`src/rtl/touch_event_gen_pkg.sv`:
```
// Shared screen geometry, tap FSM state encoding and default timing for the
// touch front end and the game FSM.
package touch_event_gen_pkg;

  localparam int X_MAX = 799;
  localparam int Y_MAX = 479;

  localparam int DEF_DEBOUNCE_CYCLES = 500000;
  localparam int DEF_STALE_CYCLES    = 5000000;
  localparam int DEF_JITTER          = 8;

  typedef enum logic [1:0] {
    IDLE,
    DEBOUNCE,
    PRESSED,
    RELEASE
  } touch_state_t;

  // Width of a counter that must reach the larger of the two timing limits.
  function automatic int cnt_width(input int a, input int b);
    int m;
    m = (a > b) ? a : b;
    return (m < 2) ? 1 : $clog2(m);
  endfunction

endpackage

```
`src/rtl/touch_event_gen_if.sv`:
```
// Sample stream from the panel driver plus the tap events handed to the game FSM.
interface touch_event_gen_if;

  logic        s_valid;
  logic        s_touch;
  logic [15:0] s_x;
  logic [15:0] s_y;
  logic        move_on;
  logic [15:0] tp_x_coord;
  logic [15:0] tp_y_coord;
  logic        touching;

  modport master (
    output s_valid, s_touch, s_x, s_y,
    input  move_on, tp_x_coord, tp_y_coord, touching
  );

  modport slave (
    input  s_valid, s_touch, s_x, s_y,
    output move_on, tp_x_coord, tp_y_coord, touching
  );

endinterface

```
`src/rtl/touch_jitter_cmp.sv`:
```
// Combinational check that two points lie within JITTER pixels on each axis.
module touch_jitter_cmp #(
  parameter int JITTER = 8
) (
  input  logic [15:0] ax,
  input  logic [15:0] ay,
  input  logic [15:0] bx,
  input  logic [15:0] by,
  output logic        near
);

  logic signed [16:0] dx;
  logic signed [16:0] dy;
  logic        [16:0] adx;
  logic        [16:0] ady;

  always_comb begin
    dx   = $signed({1'b0, bx}) - $signed({1'b0, ax});
    dy   = $signed({1'b0, by}) - $signed({1'b0, ay});
    adx  = dx[16] ? unsigned'(-dx) : unsigned'(dx);
    ady  = dy[16] ? unsigned'(-dy) : unsigned'(dy);
    near = (adx <= 17'(JITTER)) && (ady <= 17'(JITTER));
  end

endmodule

```
`src/rtl/touch_event_gen.sv`:
```
// Turns raw touch samples into debounced one-cycle tap events with coordinates,
// filtering contact bounce, jitter, off-screen samples and a stalled driver.
module touch_event_gen
  import touch_event_gen_pkg::*;
#(
  parameter int DEBOUNCE_CYCLES = DEF_DEBOUNCE_CYCLES,
  parameter int STALE_CYCLES    = DEF_STALE_CYCLES,
  parameter int JITTER          = DEF_JITTER
) (
  input  logic              clk,
  input  logic              rst,
  touch_event_gen_if.slave  bus
);

  localparam int CW = cnt_width(DEBOUNCE_CYCLES, STALE_CYCLES);

  touch_state_t  state;
  logic [15:0]   anchor_x;
  logic [15:0]   anchor_y;
  logic [CW-1:0] cnt;
  logic [CW-1:0] stale_cnt;
  logic          hit;
  logic          miss;
  logic          near;

  assign hit  = bus.s_valid & bus.s_touch &
                (bus.s_x <= 16'(X_MAX)) & (bus.s_y <= 16'(Y_MAX));
  assign miss = bus.s_valid & ~hit;

  touch_jitter_cmp #(.JITTER(JITTER)) u_jitter (
    .ax   (anchor_x),
    .ay   (anchor_y),
    .bx   (bus.s_x),
    .by   (bus.s_y),
    .near (near)
  );

  // A sample in the terminal debounce cycle takes priority over firing the tap.
  always_ff @(posedge clk or posedge rst) begin
    if (rst) begin
      state          <= IDLE;
      anchor_x       <= '0;
      anchor_y       <= '0;
      cnt            <= '0;
      stale_cnt      <= '0;
      bus.move_on    <= 1'b0;
      bus.touching   <= 1'b0;
      bus.tp_x_coord <= '0;
      bus.tp_y_coord <= '0;
    end else begin
      bus.move_on <= 1'b0;
      case (state)
        IDLE: begin
          if (hit) begin
            anchor_x <= bus.s_x;
            anchor_y <= bus.s_y;
            cnt      <= '0;
            state    <= DEBOUNCE;
          end
        end
        DEBOUNCE: begin
          if (miss) begin
            state <= IDLE;
          end else if (hit && !near) begin
            anchor_x <= bus.s_x;
            anchor_y <= bus.s_y;
            cnt      <= '0;
          end else if (cnt == CW'(DEBOUNCE_CYCLES - 1)) begin
            bus.tp_x_coord <= anchor_x;
            bus.tp_y_coord <= anchor_y;
            bus.move_on    <= 1'b1;
            bus.touching   <= 1'b1;
            stale_cnt      <= '0;
            state          <= PRESSED;
          end else if (cnt != '1) begin
            cnt <= cnt + 1'b1;
          end
        end
        PRESSED: begin
          if (miss) begin
            cnt   <= '0;
            state <= RELEASE;
          end else if (bus.s_valid) begin
            stale_cnt <= '0;
          end else if (stale_cnt == CW'(STALE_CYCLES - 1)) begin
            bus.touching <= 1'b0;
            state        <= IDLE;
          end else if (stale_cnt != '1) begin
            stale_cnt <= stale_cnt + 1'b1;
          end
        end
        RELEASE: begin
          if (hit) begin
            stale_cnt <= '0;
            state     <= PRESSED;
          end else if (cnt == CW'(DEBOUNCE_CYCLES - 1)) begin
            bus.touching <= 1'b0;
            state        <= IDLE;
          end else if (cnt != '1) begin
            cnt <= cnt + 1'b1;
          end
        end
        default: begin
          bus.touching <= 1'b0;
          state        <= IDLE;
        end
      endcase
    end
  end

endmodule

```
`src/flat_wrapper.sv`:
```
// flat-port wrapper written by rule: the top's interface ports become plain ports
module touch_event_gen_flat import touch_event_gen_pkg::*;
#(
  parameter int DEBOUNCE_CYCLES = DEF_DEBOUNCE_CYCLES,
  parameter int STALE_CYCLES    = DEF_STALE_CYCLES,
  parameter int JITTER          = DEF_JITTER
)
  (clk, rst, bus_s_valid, bus_s_touch, bus_s_x, bus_s_y, bus_move_on, bus_tp_x_coord, bus_tp_y_coord, bus_touching);
  touch_event_gen_if bus_i ();
  input  logic clk;
  input  logic rst;
  input wire logic [$bits(bus_i.s_valid)-1:0] bus_s_valid;
  input wire logic [$bits(bus_i.s_touch)-1:0] bus_s_touch;
  input wire logic [$bits(bus_i.s_x)-1:0] bus_s_x;
  input wire logic [$bits(bus_i.s_y)-1:0] bus_s_y;
  output wire logic [$bits(bus_i.move_on)-1:0] bus_move_on;
  output wire logic [$bits(bus_i.tp_x_coord)-1:0] bus_tp_x_coord;
  output wire logic [$bits(bus_i.tp_y_coord)-1:0] bus_tp_y_coord;
  output wire logic [$bits(bus_i.touching)-1:0] bus_touching;
  assign bus_i.s_valid = bus_s_valid;
  assign bus_i.s_touch = bus_s_touch;
  assign bus_i.s_x = bus_s_x;
  assign bus_i.s_y = bus_s_y;
  assign bus_move_on = bus_i.move_on;
  assign bus_tp_x_coord = bus_i.tp_x_coord;
  assign bus_tp_y_coord = bus_i.tp_y_coord;
  assign bus_touching = bus_i.touching;
  touch_event_gen #(.DEBOUNCE_CYCLES(DEBOUNCE_CYCLES), .STALE_CYCLES(STALE_CYCLES), .JITTER(JITTER)) u_core (.clk(clk), .rst(rst), .bus(bus_i));
endmodule
```
`config.mk`:
```
export PLATFORM = sky130hd
export DESIGN_NAME = touch_event_gen_flat
export DESIGN_NICKNAME = d
export VERILOG_FILES = /design/src/rtl/touch_event_gen_pkg.sv /design/src/rtl/touch_event_gen_if.sv /design/src/rtl/touch_jitter_cmp.sv /design/src/rtl/touch_event_gen.sv /design/src/flat_wrapper.sv
export SDC_FILE = /design/constraint.sdc
export NUM_CORES = 1
export LEC_CHECK = 0
export ABC_CLOCK_PERIOD_IN_PS = 4350
export CORE_MARGIN = 2
export CORE_UTILIZATION = 24
export DETAILED_ROUTE_END_ITERATION = 8
export HOLD_SLACK_MARGIN = 0.03
export PLACE_DENSITY = 0.39
export SETUP_SLACK_MARGIN = 0.5
export SLEW_MARGIN = 20
export SYNTH_ARGS = -nofsm -noshare
export SYNTH_HDL_FRONTEND = slang
export SYNTH_SLANG_ARGS = --single-unit
```
`constraint.sdc`:
```
create_clock -name clk -period 4.35 [get_ports clk]
set_input_delay 0.87 -clock clk [delete_from_list [all_inputs] [get_ports clk]]
set_output_delay 0.87 -clock clk [all_outputs]
set_load 0.05 [all_outputs]
```
==> results of run 1 <==
==> routing by layer <==
layer | vias up | part of all wire (%) | track usage [%]
met3 | 20 | 2.8 | 3.25
li1 | 4264 | - | -
met1 | 4181 | 51 | 23.4
met4 | 0 | 1.3 | 4.71
met5 | - | 0 | 0
met2 | 132 | 45 | 26.9
==> synth_stat cells, types with 17 or more instances <==
| cell | count |
|---|---|
| nand4_1 | 18 |
| nor2_1 | 78 |
| inv_1 | 59 |
| o21ai_1 | 21 |
| mux2_1 | 49 |
| a21oi_1 | 56 |
| o21ai_0 | 58 |
| dfrtp_1 | 114 |
| nand2_1 | 72 |
| nor3_1 | 17 |
| nand3_1 | 35 |
| and3_1 | 25 |
| nand2b_1 | 20 |
| ha_1 | 34 |
| or3_1 | 28 |
==> cells in the final DEF (no fill, tap or decap), drive strengths merged, types with 25 or more instances in the layout <==
| master | netlist | layout |
|---|---|---|
| buf | 11 | 291 |
| dfrtp | 114 | 114 |
| nor2 | 80 | 80 |
| o21ai | 80 | 80 |
| nand2 | 72 | 72 |
| inv | 60 | 59 |
| a21oi | 57 | 57 |
| mux2 | 50 | 50 |
| clkdlybuf4s50 | 0 | 44 |
| nand3 | 35 | 35 |
| ha | 34 | 34 |
| or3 | 28 | 28 |
| clkbuf | 15 | 26 |
| and3 | 25 | 25 |
==> sequential cells by signal, indices dropped and copies added (netlist names) <==
signal                 flops
u_core.anchor_y           16
u_core.stale_cnt          23
u_core.bus.tp_x_coord     16
u_core.state               2
u_core.anchor_x           16
u_core.cnt                23
u_core.bus.move_on         1
u_core.bus.touching        1
u_core.bus.tp_y_coord     16
==> per-stage QoR <==
step / total power [W] / instances / setup slack, ns / utilization [%] / TNS [ns]
3_3_place_gp: 0.00162 / 1693 / -1.10 / 33.6 / -109.54
3_5_place_dp: 0.00162 / 1693 / -1.17 / 33.6 / -116.26
6_report: 0.00324 / 1768 / -0.138 / 40.4 / -3.52
4_1_cts: 0.00328 / 1758 / -0.0956 / 39.5 / -1.94
5_1_grt: 0.00339 / 1768 / -0.316 / 40.4 / -12.87
2_1_floorplan: 0.00133 / 950 / -0.195 / - / -5.70
==> worst paths after layout <==
kind	startpoint	to	slack, ns	cells after the start
min	u_core.bus.tp_y_coord[9]$_DFFE_PP0P_	u_core.bus.tp_y_coord[9]$_DFFE_PP0P_	0.50	1
max	bus_s_x[9]	u_core.bus.tp_x_coord[0]$_DFFE_PP0P_	-0.14	16
min in group asynchronous	rst	u_core.cnt[7]$_DFFE_PP0P_	0.87	2
max in group asynchronous	rst	u_core.bus.tp_y_coord[2]$_DFFE_PP0P_	2.68	3
min reg2reg	u_core.bus.tp_y_coord[9]$_DFFE_PP0P_	u_core.bus.tp_y_coord[9]$_DFFE_PP0P_	0.50	1
max reg2reg	u_core.anchor_y[9]$_DFFE_PP0P_	u_core.bus.tp_x_coord[0]$_DFFE_PP0P_	-0.03	18
==> area by class of cell <==
| class | count | area, um^2 |
|---|---|---|
| sequential | 114 | 2850 |
| clock buffer | 23 | 488 |
| fill | 3476 | 20400 |
| multi-input combinational | 753 | 6450 |
| timing repair buffer | 355 | 3100 |
| clock inverter | 8 | 150 |
| tap | 455 | 569 |
| inverter | 60 | 244 |
==> where the power goes <==
| group | switching, W | leakage, nW | internal, W |
|---|---|---|---|
| logic | 0.000305 | 4.34 | 0.000318 |
| clock network | 0.000541 | 0.309 | 0.00102 |
| registers | 0.00000167 | 1.45 | 0.00106 |
| total | 0.000848 | 6.11 | 0.00240 |
==> critical path: stages <==
cell and delay, ns:
clkdlybuf4s50_1 0.54, ha_4 0.24, buf_4 0.15, nand2_1 0.11, a211o_1 0.20, nand3_1 0.14, o22a_1 0.25, buf_4 0.17
o32a_1 0.41, nor4_2 0.29, nand4_1 0.20, or4_4 0.47, o21ai_4 0.11, buf_12 0.17, clkbuf_16 0.15, mux2_1 0.31
==> repair_timing <==
item / CTS / global route
pin swaps: 71 / 12
hold buffers: 0 / 0
resized for setup: 294 / 51
endpoints found under the setup margin: 114 / 114
buffers inserted: 28 / 9
cloned: 6 / 1
hold endpoints to repair: 0 / 0
==> logic make-up (layout without fill, tap and decap cells) <==
kind of cell	after synthesis	after routing
XOR/XNOR	15	15
adder cells (fa/ha/maj)	36	36
buffers and inverters	86	446
AND/OR/NAND/NOR	366	366
AO/OA/AOI/OAI	274	277
flip-flops	114	114
multiplexers	59	59
==> reports/results.txt, run 1 <==
RePlAce Congestion: 0.836
Synth top area cells: dfrtp_1 34%, mux2_1 6.6%, ha_1 5.1%
Post-DP Area: 11,500 um^2
I/O Buffers: 69
Worst Max-Slew Pin Slew: 0.962 ns
Largest family of logic cells by synthesized area: simple AND/OR/NAND/NOR gates
Max-cap violation count: 0
Final hold viol count: 0
# setup viols final: 48
Via count: 8,597
Vias in the first global route: 8,957
Cell Rows: 68
Post-layout min period: 4.49 ns
Sequential area share after synthesis: 34.4%
Clock tree buffer depth: 2
F_max: 223 MHz
Slew Viols, Final: 0
Crit path max fanout: 7
Post-route design area: 13,900 um^2
Status: complete, but fails checks
Ant diodes: 0
Synth warn: 0
Core area: 34,300 um^2
Gr ovfl total: 0
PnR worst setup slack: -0.138 ns
Routed Antenna Nets: 0
Synth Cell Area: 8300 um^2
CP startpoint kind: primary input
H-Tree Level Count: 4
Fin nets: 1,373
Syn nets: 1,022
#FFs+latches synth: 114
Die height: 190 um
DIE AREA: 36,100 um^2
Leading area contributor after synthesis: dfrtp_1
Final period util: 103%
DRT iter0 DRCs: 392
CTS buffer count: 17
Clock Skew: 0.0117 ns
XOR/XNOR share of the synthesized area: 1.67%
Initial antenna violation count: 0
Cell Pwr Density: 234 nW/um^2
Area growth syn-to-layout: 67.0%
Clock latency reported for the late side of the worst-skew pair: 0.44 ns
Dpl hpwl: 21,000 um
Unrepaired setup endpoints after global routing: yes
Residual DRC: 0
# IOs: 70
CP Capture Type: register
Drt total wl: 29,500 um
Global-route wire length before repair: 47,900 um
Total iterations of the first detailed-routing run: 5
Die X: 190 um
Synth Instances: 950
Worst Hold Class: register to register
Leak pwr: 6.11 nW
Post-synthesis mux area share: 7.87%
Vias/cell: 4.86
Failing checks: negative setup slack
Worst VDD drop: 0.277 mV
Syn Area/Cell: 8.73 um^2
Clk pin slew, worst setup/hold paths: 0.06 ns
Worst path arrival time: 4.81 ns
Post-Synth Adder-Cell Area: 5.61%
Final hold slack: 0.501 ns
CTS tree: yes
Worst setup path class: primary input to register
GRT Util Overall: 16.9%
Clock sinks: 114
Complex-gate fraction of the synthesized area: 22.8%
Slew margin rel.: 35.2%
Post-synth top area share: 34.4%
Root Driver: clkbuf_16
Top FF cell, synth: dfrtp_1
Post-Synth Simple-Gate Area: 23.4%
Largest net degree at the start of global routing: 63
WL per Instance: 16.7 um
Post-synth EDFFs: 0
Asr flop ratio synth: 100%
Distinct cell type count of the synthesized netlist: 86
Starting Density: 24.2%
Fraction of layout cells with a size suffix above 1: 42.1%
CP required: 4.67 ns
Power figures use the tool's default switching activity.
==> run 2: changes to the inputs <==
--- a/config.mk
+++ b/config.mk
@@ -9,8 +9,10 @@
 export CORE_MARGIN = 2
 export CORE_UTILIZATION = 24
 export DETAILED_ROUTE_END_ITERATION = 8
+export GPL_ROUTABILITY_DRIVEN = 1
 export HOLD_SLACK_MARGIN = 0.03
-export PLACE_DENSITY = 0.39
+export PLACE_DENSITY_LB_ADDON = 0.3
+export REMOVE_ABC_BUFFERS = 1
 export SETUP_SLACK_MARGIN = 0.5
 export SLEW_MARGIN = 20
 export SYNTH_ARGS = -nofsm -noshare
==> reports/results.txt, run 2 (synthesis results as in run 1) <==
Status: complete, but fails checks
Failing checks: negative setup slack
Leak pwr: 6.18 nW
Worst r2r src: u_core.anchor_y[0]$_DFFE_PP0P_
Clock latency reported for the late side of the worst-skew pair: 0.44 ns
Biggest regs: u_core.cnt (23), u_core.stale_cnt (23)
Vias/cell: 4.93
Crit path launch: bus_s_y[0]
CP Capture Type: register
Residual DRC: 0
Starting Density: 24.2%
DRT iter0 DRCs: 538
Worst setup path class: primary input to register
Cell Rows: 68
Drt total wl: 28,100 um
Worst path arrival time: 4.87 ns
Commonest non-fill, non-tap cell in the layout: buf_4
Met2 Use GR: 24.4%
CP required: 4.67 ns
Clock sinks: 114
Global-route wire length before repair: 45,000 um
GR Util met3: 2.79%
Worst Max-Slew Pin Slew: 0.704 ns
# IOs: 70
Dpl hpwl: 18,800 um
WL per Instance: 15.7 um
Post-route design area: 14,100 um^2
Die height: 190 um
Ant diodes: 0
Via count: 8,820
CP startpoint kind: primary input
Worst Hold Class: register to register
Power Total: 0.00309 W
Top Usage Layer GRT: met2
Slew margin rel.: 52.9%
Largest net degree at the start of global routing: 63
Clk pin slew, worst setup/hold paths: 0.06 ns
Worst VDD drop: 0.264 mV
Core area: 34,300 um^2
Routed Antenna Nets: 0
Vias in the first global route: 8,818
Fin nets: 1,394
CTS buffer count: 17
Clock tree buffer depth: 2
Area growth syn-to-layout: 70.2%
Post-layout min period: 4.55 ns
Non-Filler Instances: 1,789
Met1 Use GR: 21.4%
H-Tree Level Count: 4
GRT Util Overall: 15.5%
Initial antenna violation count: 0
Final period util: 105%
Cell Pwr Density: 219 nW/um^2
HP Start: u_core.stale_cnt[14]$_DFFE_PP0P_
Final hold viol count: 0
Unrepaired setup endpoints after global routing: yes
Most frequent cells in the layout: 263 x buf_4, 114 x dfrtp_1, 65 x nand2_1
Post-DP Area: 11,200 um^2
F_max: 220 MHz
Clock Skew: 0.0135 ns
Slew Viols, Final: 0
Die X: 190 um
Fraction of layout cells with a size suffix above 1: 44.6%
RePlAce Congestion: 0.847
# setup viols final: 75
Max-cap violation count: 0
Crit path max fanout: 6
DIE AREA: 36,100 um^2
I/O Buffers: 69
Total iterations of the first detailed-routing run: 5
DP Cell Count: 1,676
CTS tree: yes
Gr ovfl total: 0
Post-CTS Hold Buffers: 0
PnR worst setup slack: -0.199 ns
Root Driver: clkbuf_16
## run 2: cell types whose count changed in the layout (fill, tap and decap cells not counted), sizes merged
cell	previous run	this run
dlymetal6s2s	1	4
inv	59	62
clkdlybuf4s50	44	42
clkbuf	26	24
bufinv	4	2
clkinvlp	2	6
dlygate4sd2	11	10
buf	291	309
## run 2: power by group
| group | internal (W) | leakage [nW] | switching, W |
|---|---|---|---|
| combinational | 0.000327 | 4.46 | 0.000311 |
| clock | 0.000837 | 0.261 | 0.000556 |
| sequential | 0.00106 | 1.45 | 0.00000168 |
## run 2: critical path, cell delays in order
cell,delay [ns]
buf_8,0.08
inv_4,0.03
ha_4,0.15
fa_2,0.34
nand2b_4,0.16
a211oi_4,0.25
buf_6,0.15
buf_6,0.11
o211ai_1,0.08
nor3b_4,0.16
buf_6,0.13
a21o_4,0.19
nor4_4,0.35
a311oi_2,0.18
nor3_2,0.24
nand2_1,0.10
or4_4,0.53
o21ai_4,0.12
buf_6,0.13
buf_6,0.09
buf_12,0.12
mux2_4,0.30
## run 2: repair_timing
action | in CTS | in global routing
setup buffers | 40 | 34
cloned | 7 | 1
resized for setup | 276 | 126
endpoints found under the setup margin | 114 | 114
pin swaps | 122 | 74
## run 2: final cells by class
type | count | area [um^2]
clock inverter | 13 | 138
sequential | 114 | 2850
multi-input combinational | 753 | 6600
clock buffer | 18 | 429
timing repair buffer | 376 | 3300
inverter | 60 | 233
fill | 3330 | 20200
tap | 455 | 569
## run 2: final timing paths
path                                                         end  slack (ns)  depth (start not counted)
min                             u_core.stale_cnt[14]$_DFFE_PP0P_        0.50                          1
max                         u_core.bus.tp_y_coord[8]$_DFFE_PP0P_       -0.20                         22
max reg2reg                 u_core.bus.tp_y_coord[8]$_DFFE_PP0P_       -0.10                         20
max in group asynchronous         u_core.anchor_y[5]$_DFFE_PP0P_        2.66                          3
min reg2reg                     u_core.stale_cnt[14]$_DFFE_PP0P_        0.50                          1
min in group asynchronous  u_core.bus.tp_x_coord[14]$_DFFE_PP0P_        0.90                          2
## run 2: stage by stage
step	hold WS, ns	setup WS (ns)	setup TNS (ns)	utilization [%]
after floorplan	0.445	-1.18	-72.37	-
after global placement	0.470	-1.15	-111.71	32.7
after detailed placement	0.478	-1.17	-116.92	32.7
after CTS	0.491	-0.160	-6.36	38.8
after global routing	0.523	-0.295	-19.93	41.2
final	0.503	-0.199	-10.44	41.2
## run 2: routing by layer
metal,vias to the layer above,wire (um),part of all wire [%]
li1,4318,-,-
met3,35,896,3.2
met1,4316,13700,49
met5,-,0,0
met4,0,472,1.7
met2,151,13000,46
